### src/rtl/tlb_array_if.sv
// Bus bundle for tlb_array: MMU search port, TLBWR/TLBFILL write port,
// TLBRD read port and INVTLB command port.
interface tlb_array_if #(
  parameter int TLBNUM = 16
);
  localparam int IDXW = $clog2(TLBNUM);

  logic [18:0]     s_vppn;
  logic            s_va_bit12;
  logic [9:0]      s_asid;
  logic            s_found;
  logic [IDXW-1:0] s_index;
  logic [19:0]     s_ppn;
  logic [5:0]      s_ps;
  logic [1:0]      s_plv;
  logic [1:0]      s_mat;
  logic            s_d;
  logic            s_v;

  logic            we;
  logic [IDXW-1:0] w_index;
  logic            w_e;
  logic [35:0]     w_hi;
  logic [25:0]     w_lo0;
  logic [25:0]     w_lo1;

  logic [IDXW-1:0] r_index;
  logic            r_e;
  logic [35:0]     r_hi;
  logic [25:0]     r_lo0;
  logic [25:0]     r_lo1;

  logic            inv_en;
  logic [4:0]      inv_op;
  logic [9:0]      inv_asid;
  logic [18:0]     inv_vppn;

  modport master (
    output s_vppn, s_va_bit12, s_asid,
    input  s_found, s_index, s_ppn, s_ps, s_plv, s_mat, s_d, s_v,
    output we, w_index, w_e, w_hi, w_lo0, w_lo1,
    output r_index,
    input  r_e, r_hi, r_lo0, r_lo1,
    output inv_en, inv_op, inv_asid, inv_vppn
  );

  modport slave (
    input  s_vppn, s_va_bit12, s_asid,
    output s_found, s_index, s_ppn, s_ps, s_plv, s_mat, s_d, s_v,
    input  we, w_index, w_e, w_hi, w_lo0, w_lo1,
    input  r_index,
    output r_e, r_hi, r_lo0, r_lo1,
    input  inv_en, inv_op, inv_asid, inv_vppn
  );
endinterface

### src/rtl/tlb_array.sv
// Fully associative LoongArch TLB with dual even/odd pages per entry,
// combinational search/read and clocked write/INVTLB.
module tlb_array #(
  parameter int TLBNUM = 16
) (
  input  logic       clk,
  input  logic       resetn,
  tlb_array_if.slave bus
);
  localparam int IDXW = $clog2(TLBNUM);
  localparam logic [5:0] PS_2M = 6'd21;

  logic [TLBNUM-1:0] e_q, e_d;
  logic [TLBNUM-1:0] g_q, g_d;
  logic [18:0]       vppn_q [TLBNUM];
  logic [18:0]       vppn_d [TLBNUM];
  logic [5:0]        ps_q   [TLBNUM];
  logic [5:0]        ps_d   [TLBNUM];
  logic [9:0]        asid_q [TLBNUM];
  logic [9:0]        asid_d [TLBNUM];
  logic [25:0]       lo0_q  [TLBNUM];
  logic [25:0]       lo0_d  [TLBNUM];
  logic [25:0]       lo1_q  [TLBNUM];
  logic [25:0]       lo1_d  [TLBNUM];

  logic [TLBNUM-1:0] hit;
  logic [TLBNUM-1:0] inv_kill;
  logic [IDXW-1:0]   hit_idx;
  logic              found;
  logic              sel_odd;
  logic [25:0]       sel_lo;

  // A 2MB page pair ignores the low 9 vppn bits; anything else is a 4KB pair.
  function automatic logic vppn_match(input logic [5:0] ps, input logic [18:0] ev,
                                      input logic [18:0] v);
    logic m;
    if (ps == PS_2M) m = (ev[18:9] == v[18:9]);
    else             m = (ev == v);
    return m;
  endfunction

  function automatic logic inv_kill_f(input logic [4:0] op, input logic g,
                                      input logic asid_eq, input logic vm);
    logic k;
    k = 1'b0;
    case (op)
      5'd0, 5'd1: k = 1'b1;
      5'd2:       k = g;
      5'd3:       k = !g;
      5'd4:       k = !g && asid_eq;
      5'd5:       k = !g && asid_eq && vm;
      5'd6:       k = (g || asid_eq) && vm;
      default:    k = 1'b0;
    endcase
    return k;
  endfunction

  for (genvar gi = 0; gi < TLBNUM; gi++) begin : g_entry
    assign hit[gi] = e_q[gi] && (g_q[gi] || (asid_q[gi] == bus.s_asid)) &&
                     vppn_match(ps_q[gi], vppn_q[gi], bus.s_vppn);
    assign inv_kill[gi] = inv_kill_f(bus.inv_op, g_q[gi], asid_q[gi] == bus.inv_asid,
                                     vppn_match(ps_q[gi], vppn_q[gi], bus.inv_vppn));
  end

  // Descending scan so the lowest matching index wins.
  always_comb begin
    hit_idx = '0;
    found   = 1'b0;
    for (int i = TLBNUM - 1; i >= 0; i--) begin
      if (hit[i]) begin
        hit_idx = IDXW'(i);
        found   = 1'b1;
      end
    end
  end

  always_comb begin
    sel_odd = (ps_q[hit_idx] == PS_2M) ? bus.s_vppn[8] : bus.s_va_bit12;
    sel_lo  = '0;
    if (found) sel_lo = sel_odd ? lo1_q[hit_idx] : lo0_q[hit_idx];
  end

  assign bus.s_found = found;
  assign bus.s_index = found ? hit_idx : '0;
  assign bus.s_ps    = found ? ps_q[hit_idx] : '0;
  assign bus.s_ppn   = sel_lo[25:6];
  assign bus.s_plv   = sel_lo[5:4];
  assign bus.s_mat   = sel_lo[3:2];
  assign bus.s_d     = sel_lo[1];
  assign bus.s_v     = sel_lo[0];

  assign bus.r_e   = e_q[bus.r_index];
  assign bus.r_hi  = {vppn_q[bus.r_index], ps_q[bus.r_index], asid_q[bus.r_index],
                      g_q[bus.r_index]};
  assign bus.r_lo0 = lo0_q[bus.r_index];
  assign bus.r_lo1 = lo1_q[bus.r_index];

  // Invalidate first, then the write overrides the targeted entry.
  always_comb begin
    for (int i = 0; i < TLBNUM; i++) begin
      e_d[i]    = e_q[i] && !(bus.inv_en && inv_kill[i]);
      g_d[i]    = g_q[i];
      vppn_d[i] = vppn_q[i];
      ps_d[i]   = ps_q[i];
      asid_d[i] = asid_q[i];
      lo0_d[i]  = lo0_q[i];
      lo1_d[i]  = lo1_q[i];
      if (bus.we && (bus.w_index == IDXW'(i))) begin
        e_d[i]    = bus.w_e;
        vppn_d[i] = bus.w_hi[35:17];
        ps_d[i]   = bus.w_hi[16:11];
        asid_d[i] = bus.w_hi[10:1];
        g_d[i]    = bus.w_hi[0];
        lo0_d[i]  = bus.w_lo0;
        lo1_d[i]  = bus.w_lo1;
      end
    end
  end

  always_ff @(posedge clk or negedge resetn) begin
    if (!resetn) begin
      e_q <= '0;
      g_q <= '0;
      for (int i = 0; i < TLBNUM; i++) begin
        vppn_q[i] <= '0;
        ps_q[i]   <= '0;
        asid_q[i] <= '0;
        lo0_q[i]  <= '0;
        lo1_q[i]  <= '0;
      end
    end else begin
      e_q <= e_d;
      g_q <= g_d;
      for (int i = 0; i < TLBNUM; i++) begin
        vppn_q[i] <= vppn_d[i];
        ps_q[i]   <= ps_d[i];
        asid_q[i] <= asid_d[i];
        lo0_q[i]  <= lo0_d[i];
        lo1_q[i]  <= lo1_d[i];
      end
    end
  end
endmodule

### src/flat_wrapper.sv
// flat-port wrapper written by rule: the top's interface ports become plain ports
module tlb_array_flat 
#(
  parameter int TLBNUM = 16
)
  (clk, resetn, bus_s_vppn, bus_s_va_bit12, bus_s_asid, bus_s_found, bus_s_index, bus_s_ppn, bus_s_ps, bus_s_plv, bus_s_mat, bus_s_d, bus_s_v, bus_we, bus_w_index, bus_w_e, bus_w_hi, bus_w_lo0, bus_w_lo1, bus_r_index, bus_r_e, bus_r_hi, bus_r_lo0, bus_r_lo1, bus_inv_en, bus_inv_op, bus_inv_asid, bus_inv_vppn);
  tlb_array_if #(.TLBNUM(TLBNUM)) bus_i ();
  input  logic clk;
  input  logic resetn;
  input wire logic [$bits(bus_i.s_vppn)-1:0] bus_s_vppn;
  input wire logic [$bits(bus_i.s_va_bit12)-1:0] bus_s_va_bit12;
  input wire logic [$bits(bus_i.s_asid)-1:0] bus_s_asid;
  output wire logic [$bits(bus_i.s_found)-1:0] bus_s_found;
  output wire logic [$bits(bus_i.s_index)-1:0] bus_s_index;
  output wire logic [$bits(bus_i.s_ppn)-1:0] bus_s_ppn;
  output wire logic [$bits(bus_i.s_ps)-1:0] bus_s_ps;
  output wire logic [$bits(bus_i.s_plv)-1:0] bus_s_plv;
  output wire logic [$bits(bus_i.s_mat)-1:0] bus_s_mat;
  output wire logic [$bits(bus_i.s_d)-1:0] bus_s_d;
  output wire logic [$bits(bus_i.s_v)-1:0] bus_s_v;
  input wire logic [$bits(bus_i.we)-1:0] bus_we;
  input wire logic [$bits(bus_i.w_index)-1:0] bus_w_index;
  input wire logic [$bits(bus_i.w_e)-1:0] bus_w_e;
  input wire logic [$bits(bus_i.w_hi)-1:0] bus_w_hi;
  input wire logic [$bits(bus_i.w_lo0)-1:0] bus_w_lo0;
  input wire logic [$bits(bus_i.w_lo1)-1:0] bus_w_lo1;
  input wire logic [$bits(bus_i.r_index)-1:0] bus_r_index;
  output wire logic [$bits(bus_i.r_e)-1:0] bus_r_e;
  output wire logic [$bits(bus_i.r_hi)-1:0] bus_r_hi;
  output wire logic [$bits(bus_i.r_lo0)-1:0] bus_r_lo0;
  output wire logic [$bits(bus_i.r_lo1)-1:0] bus_r_lo1;
  input wire logic [$bits(bus_i.inv_en)-1:0] bus_inv_en;
  input wire logic [$bits(bus_i.inv_op)-1:0] bus_inv_op;
  input wire logic [$bits(bus_i.inv_asid)-1:0] bus_inv_asid;
  input wire logic [$bits(bus_i.inv_vppn)-1:0] bus_inv_vppn;
  assign bus_i.s_vppn = bus_s_vppn;
  assign bus_i.s_va_bit12 = bus_s_va_bit12;
  assign bus_i.s_asid = bus_s_asid;
  assign bus_s_found = bus_i.s_found;
  assign bus_s_index = bus_i.s_index;
  assign bus_s_ppn = bus_i.s_ppn;
  assign bus_s_ps = bus_i.s_ps;
  assign bus_s_plv = bus_i.s_plv;
  assign bus_s_mat = bus_i.s_mat;
  assign bus_s_d = bus_i.s_d;
  assign bus_s_v = bus_i.s_v;
  assign bus_i.we = bus_we;
  assign bus_i.w_index = bus_w_index;
  assign bus_i.w_e = bus_w_e;
  assign bus_i.w_hi = bus_w_hi;
  assign bus_i.w_lo0 = bus_w_lo0;
  assign bus_i.w_lo1 = bus_w_lo1;
  assign bus_i.r_index = bus_r_index;
  assign bus_r_e = bus_i.r_e;
  assign bus_r_hi = bus_i.r_hi;
  assign bus_r_lo0 = bus_i.r_lo0;
  assign bus_r_lo1 = bus_i.r_lo1;
  assign bus_i.inv_en = bus_inv_en;
  assign bus_i.inv_op = bus_inv_op;
  assign bus_i.inv_asid = bus_inv_asid;
  assign bus_i.inv_vppn = bus_inv_vppn;
  tlb_array #(.TLBNUM(TLBNUM)) u_core (.clk(clk), .resetn(resetn), .bus(bus_i));
endmodule
### config.mk
export PLATFORM = sky130hd
export DESIGN_NAME = tlb_array_flat
export DESIGN_NICKNAME = d
export VERILOG_FILES = /design/src/rtl/tlb_array_if.sv /design/src/rtl/tlb_array.sv /design/src/flat_wrapper.sv
export SDC_FILE = /design/constraint.sdc
export NUM_CORES = 2
export LEC_CHECK = 0
export BUFFER_PORTS_ARGS = -buffer_cell sky130_fd_sc_hd__buf_2
export CAP_MARGIN = 25
export CELL_PAD_IN_SITES_DETAIL_PLACEMENT = 1
export CELL_PAD_IN_SITES_GLOBAL_PLACEMENT = 1
export CORE_MARGIN = 2
export CORE_UTILIZATION = 48
export CTS_CLUSTER_DIAMETER = 50
export CTS_CLUSTER_SIZE = 20
export DETAILED_ROUTE_END_ITERATION = 10
export GPL_TIMING_DRIVEN = 0
export PLACE_DENSITY = 0.85
export SLEW_MARGIN = 10
export SYNTH_ARGS = -nofsm -noshare
export SYNTH_HDL_FRONTEND = slang
export SYNTH_SLANG_ARGS = --single-unit
### constraint.sdc
create_clock -name clk -period 11.45 [get_ports clk]
set_input_delay 2.29 -clock clk [delete_from_list [all_inputs] [get_ports clk]]
set_output_delay 2.29 -clock clk [all_outputs]
set_load 0.01 [all_outputs]
==> qor.csv <==
metric;value;unit
crit_slowest_cell;o31ai_1;
grt_pass1_wl;557;mm
syn_avg_cell_area;13.0;µm²
max_cap_viol_count;1;
postSynthCellCount;6623;
ys_async_sr_fraction;100;%
start_kind;primary input;
htreeDepth;4;
synth_edf_count;0;
synth_area;86000;µm²
hold_path_class;reg -> reg;
track_usage;43.5;%
slowest_delay;0.68;ns
critical_path_class;in -> out;
cp_data_arrival_time;9.15;ns
cts_setup_buffers;0;
syn-num-nets;6788;
areaGrowthSynthToFinish;14.3;%
clock_latency;0.89;ns
drt_iter0_drc;9528;
cts-root-buf;clkbuf_16;
ys_types;67;
layout-drive-gt1-share;39.2;%
ios;291;
nets;7338;
core;178000;µm²
synth-main-ff-cell;dfrtp_1;
overflow;0;
max_freq;87.4;MHz
synth_seq_cells;1424;
dieArea;183000;µm²
min_period;11.44;ns
netlist.area_leader.share;41.4;%
io_buffer_count;227;
yosys-top-cells-area;dfrtp_1, mux2_2, mux4_2, mux2i_1, xor2_1;
ys_top_cells_by_count;mux2_2, dfrtp_1, mux2i_1;
ys_seq_area_share;41.4;%
dp.cells;9319;
powerDensity;188;nW/µm²
die_w;427;µm
antenna_found_initial;72;
violations;capacitance limit;
dpl.hpwl;286;mm
start_util;48.2;%
cts_buffer_depth;3;
setup_viol;0;
wl_per_cell;41.6;µm
leakage;42.2;nW
post-route-period-util;99.9;%
peakVddDrop;0.139;mV
drc;0;
rsz0062_at_grt;no;
gp_congestion;1.02;
wl;404;mm
fin_cells;9718;
path_max_fanout;10;
slew_headroom;0.175;%
worst_pin_slew;1.50;ns
cts_buffers;168;
clock-sinks;1424;
vias;68800;
final.setup_skew;0.0586;ns
timing_hold_violations_final;0;
synth_warnings;0;
postRouteAntennaNets;0;
synth_top_area_cell;dfrtp_1;
tritoncts;done;
total_power;18.5;mW
die_h;427;µm
cp_cell_sequence;buf_2 -> buf_4 -> xor2_1 -> nor3_1 -> a31oi_1 -> o31ai_1 -> a211oi_1 -> o21ai_0 -> and2_1 -> buf_2 -> buf_4 -> buf_2 -> buf_2 -> buf_2 -> mux2i_1 -> o21ai_0 -> mux2i_2 -> o21ai_0 -> a21oi_2 -> buf_2;
grt_pass1_vias;70800;
vias_per_cell;7.08;
cpLargestDelayFamily;buffers and inverters;
end_kind;output pin;
status;finished with violations;
rows;155;
cp_num_buf_inv;8;
dr.pass1.iters;5;
slew_violations;0;
crit_required;9.16;ns
clkSlewWorstSetupHoldPaths;0.07;ns
crit_top_cell;buf_2;
grt_max_degree;153;
synth_most_common_cell;mux2_2;
==> worst register-to-register path, delay by kind of cell (launching register included) <==
| family | cells | cell delay, ns |
|---|---|---|
| and+or+nand+nor | 4 | 2.26 |
| DFF | 1 | 0.45 |
| AOI/OAI and AO/OA | 5 | 0.83 |
==> through the flow <==
stage / hold slack [ns] / cell area, µm² / setup WS [ns] / setup TNS (ns) / util, %
after CTS: 0.535 / 97600 / 0.0440 / 0 / 54.8
after global routing: 0.547 / 98200 / 0.0939 / 0 / 55.1
after global placement: 0.501 / 90100 / -23.80 / - / 50.5
final: 0.534 / 98200 / 0.00881 / 0 / 55.1
after detailed placement: 0.515 / 91800 / -0.667 / -7.71 / 51.5
after floorplan: 0.485 / 86000 / 3.03 / 0 / -
==> registers in the layout, indices dropped and copies added, names as in the netlist <==
| register | count |
|---|---|
| u_core.lo1_q | 416 |
| u_core.asid_q | 160 |
| u_core.vppn_q | 304 |
| u_core.ps_q | 96 |
| u_core.g_q | 16 |
| u_core.lo0_q | 416 |
| u_core.e_q | 16 |
==> area by class of cell <==
| class | count | area [µm²] |
|---|---|---|
| Fill cell | 17600 | 80000 |
| Multi-Input combinational cell | 4589 | 47600 |
| Sequential cell | 1424 | 35600 |
| Clock buffer | 190 | 4430 |
| Timing Repair Buffer | 382 | 3300 |
| Tap cell | 2355 | 2950 |
| Buffer | 592 | 2800 |
| Clock inverter | 122 | 1350 |
| Antenna cell | 48 | 120 |
| Inverter | 16 | 60.1 |
==> power breakdown <==
part           internal [mW]  switching, mW
combinational           2.55           2.35
sequential              6.20           1.68
clock                   3.04           2.70
==> cells by family after synthesis <==
kind of cell	count (synthesis)	synth area share, %
muxes	2538	38.3
and+or+nand+nor	723	4.57
buffers and inverters	610	3.29
AOI/OAI and AO/OA	383	2.78
DFF	1424	41.4
xor gates and xnor gates	945	9.63
==> timing repair <==
item / 4_1_cts / 5_1_grt
hold buffers: 0 / 0
setup endpoints to repair: 26 / 21
resized for setup: 6 / 17
cloned: 0 / 0
==> layer usage <==
| metal | global-route usage, % | vias up | share of wire [%] |
|---|---|---|---|
| met1 | 54.9 | 36000 | 37 |
| met2 | 63.2 | 5345 | 43 |
| li1 | - | 25700 | - |
| met4 | 29.0 | 48 | 8.1 |
| met5 | 0 | - | 0.11 |
| met3 | 15.1 | 1728 | 12 |
==> final timing paths <==
path,startpoint,endpoint,slack (ns),depth (start not counted)
max,bus_s_vppn[8],bus_s_mat[1],0.009,20
min,u_core.lo0_q[250]$_DFFE_PN0P_,u_core.lo0_q[250]$_DFFE_PN0P_,0.53,1
min in group asynchronous,resetn,u_core.asid_q[132]$_DFFE_PN0P_,1.45,1
max reg2reg,u_core.ps_q[53]$_DFFE_PN0P_,u_core.e_q[7]$_DFF_PN0_,7.74,9
max in group asynchronous,resetn,u_core.lo1_q[40]$_DFFE_PN0P_,7.06,5
min reg2reg,u_core.lo0_q[250]$_DFFE_PN0P_,u_core.lo0_q[250]$_DFFE_PN0P_,0.53,1
==> cells in the final DEF (no fill, tap or decap), drive strengths merged, types with 11 or more instances in the layout <==
cell | synthesis | final
mux2 | 1547 | 1547
inv | 14 | 68
o21ai | 104 | 104
a31oi | 30 | 30
xor2 | 475 | 475
nand2 | 96 | 96
buf | 181 | 557
nand4 | 115 | 115
a211oi | 65 | 65
xnor2 | 470 | 470
nor2 | 121 | 121
nor3b | 15 | 15
mux4 | 445 | 445
nor3 | 82 | 82
o31ai | 21 | 21
a21oi | 105 | 105
a41oi | 11 | 11
diode | 0 | 48
clkinv | 2 | 41
dfrtp | 1424 | 1424
nor4 | 111 | 111
nand3 | 70 | 70
clkinvlp | 0 | 24
nand2b | 11 | 11
mux2i | 546 | 546
clkbuf | 413 | 607
or3 | 52 | 52
Power figures use the tool's default switching activity.
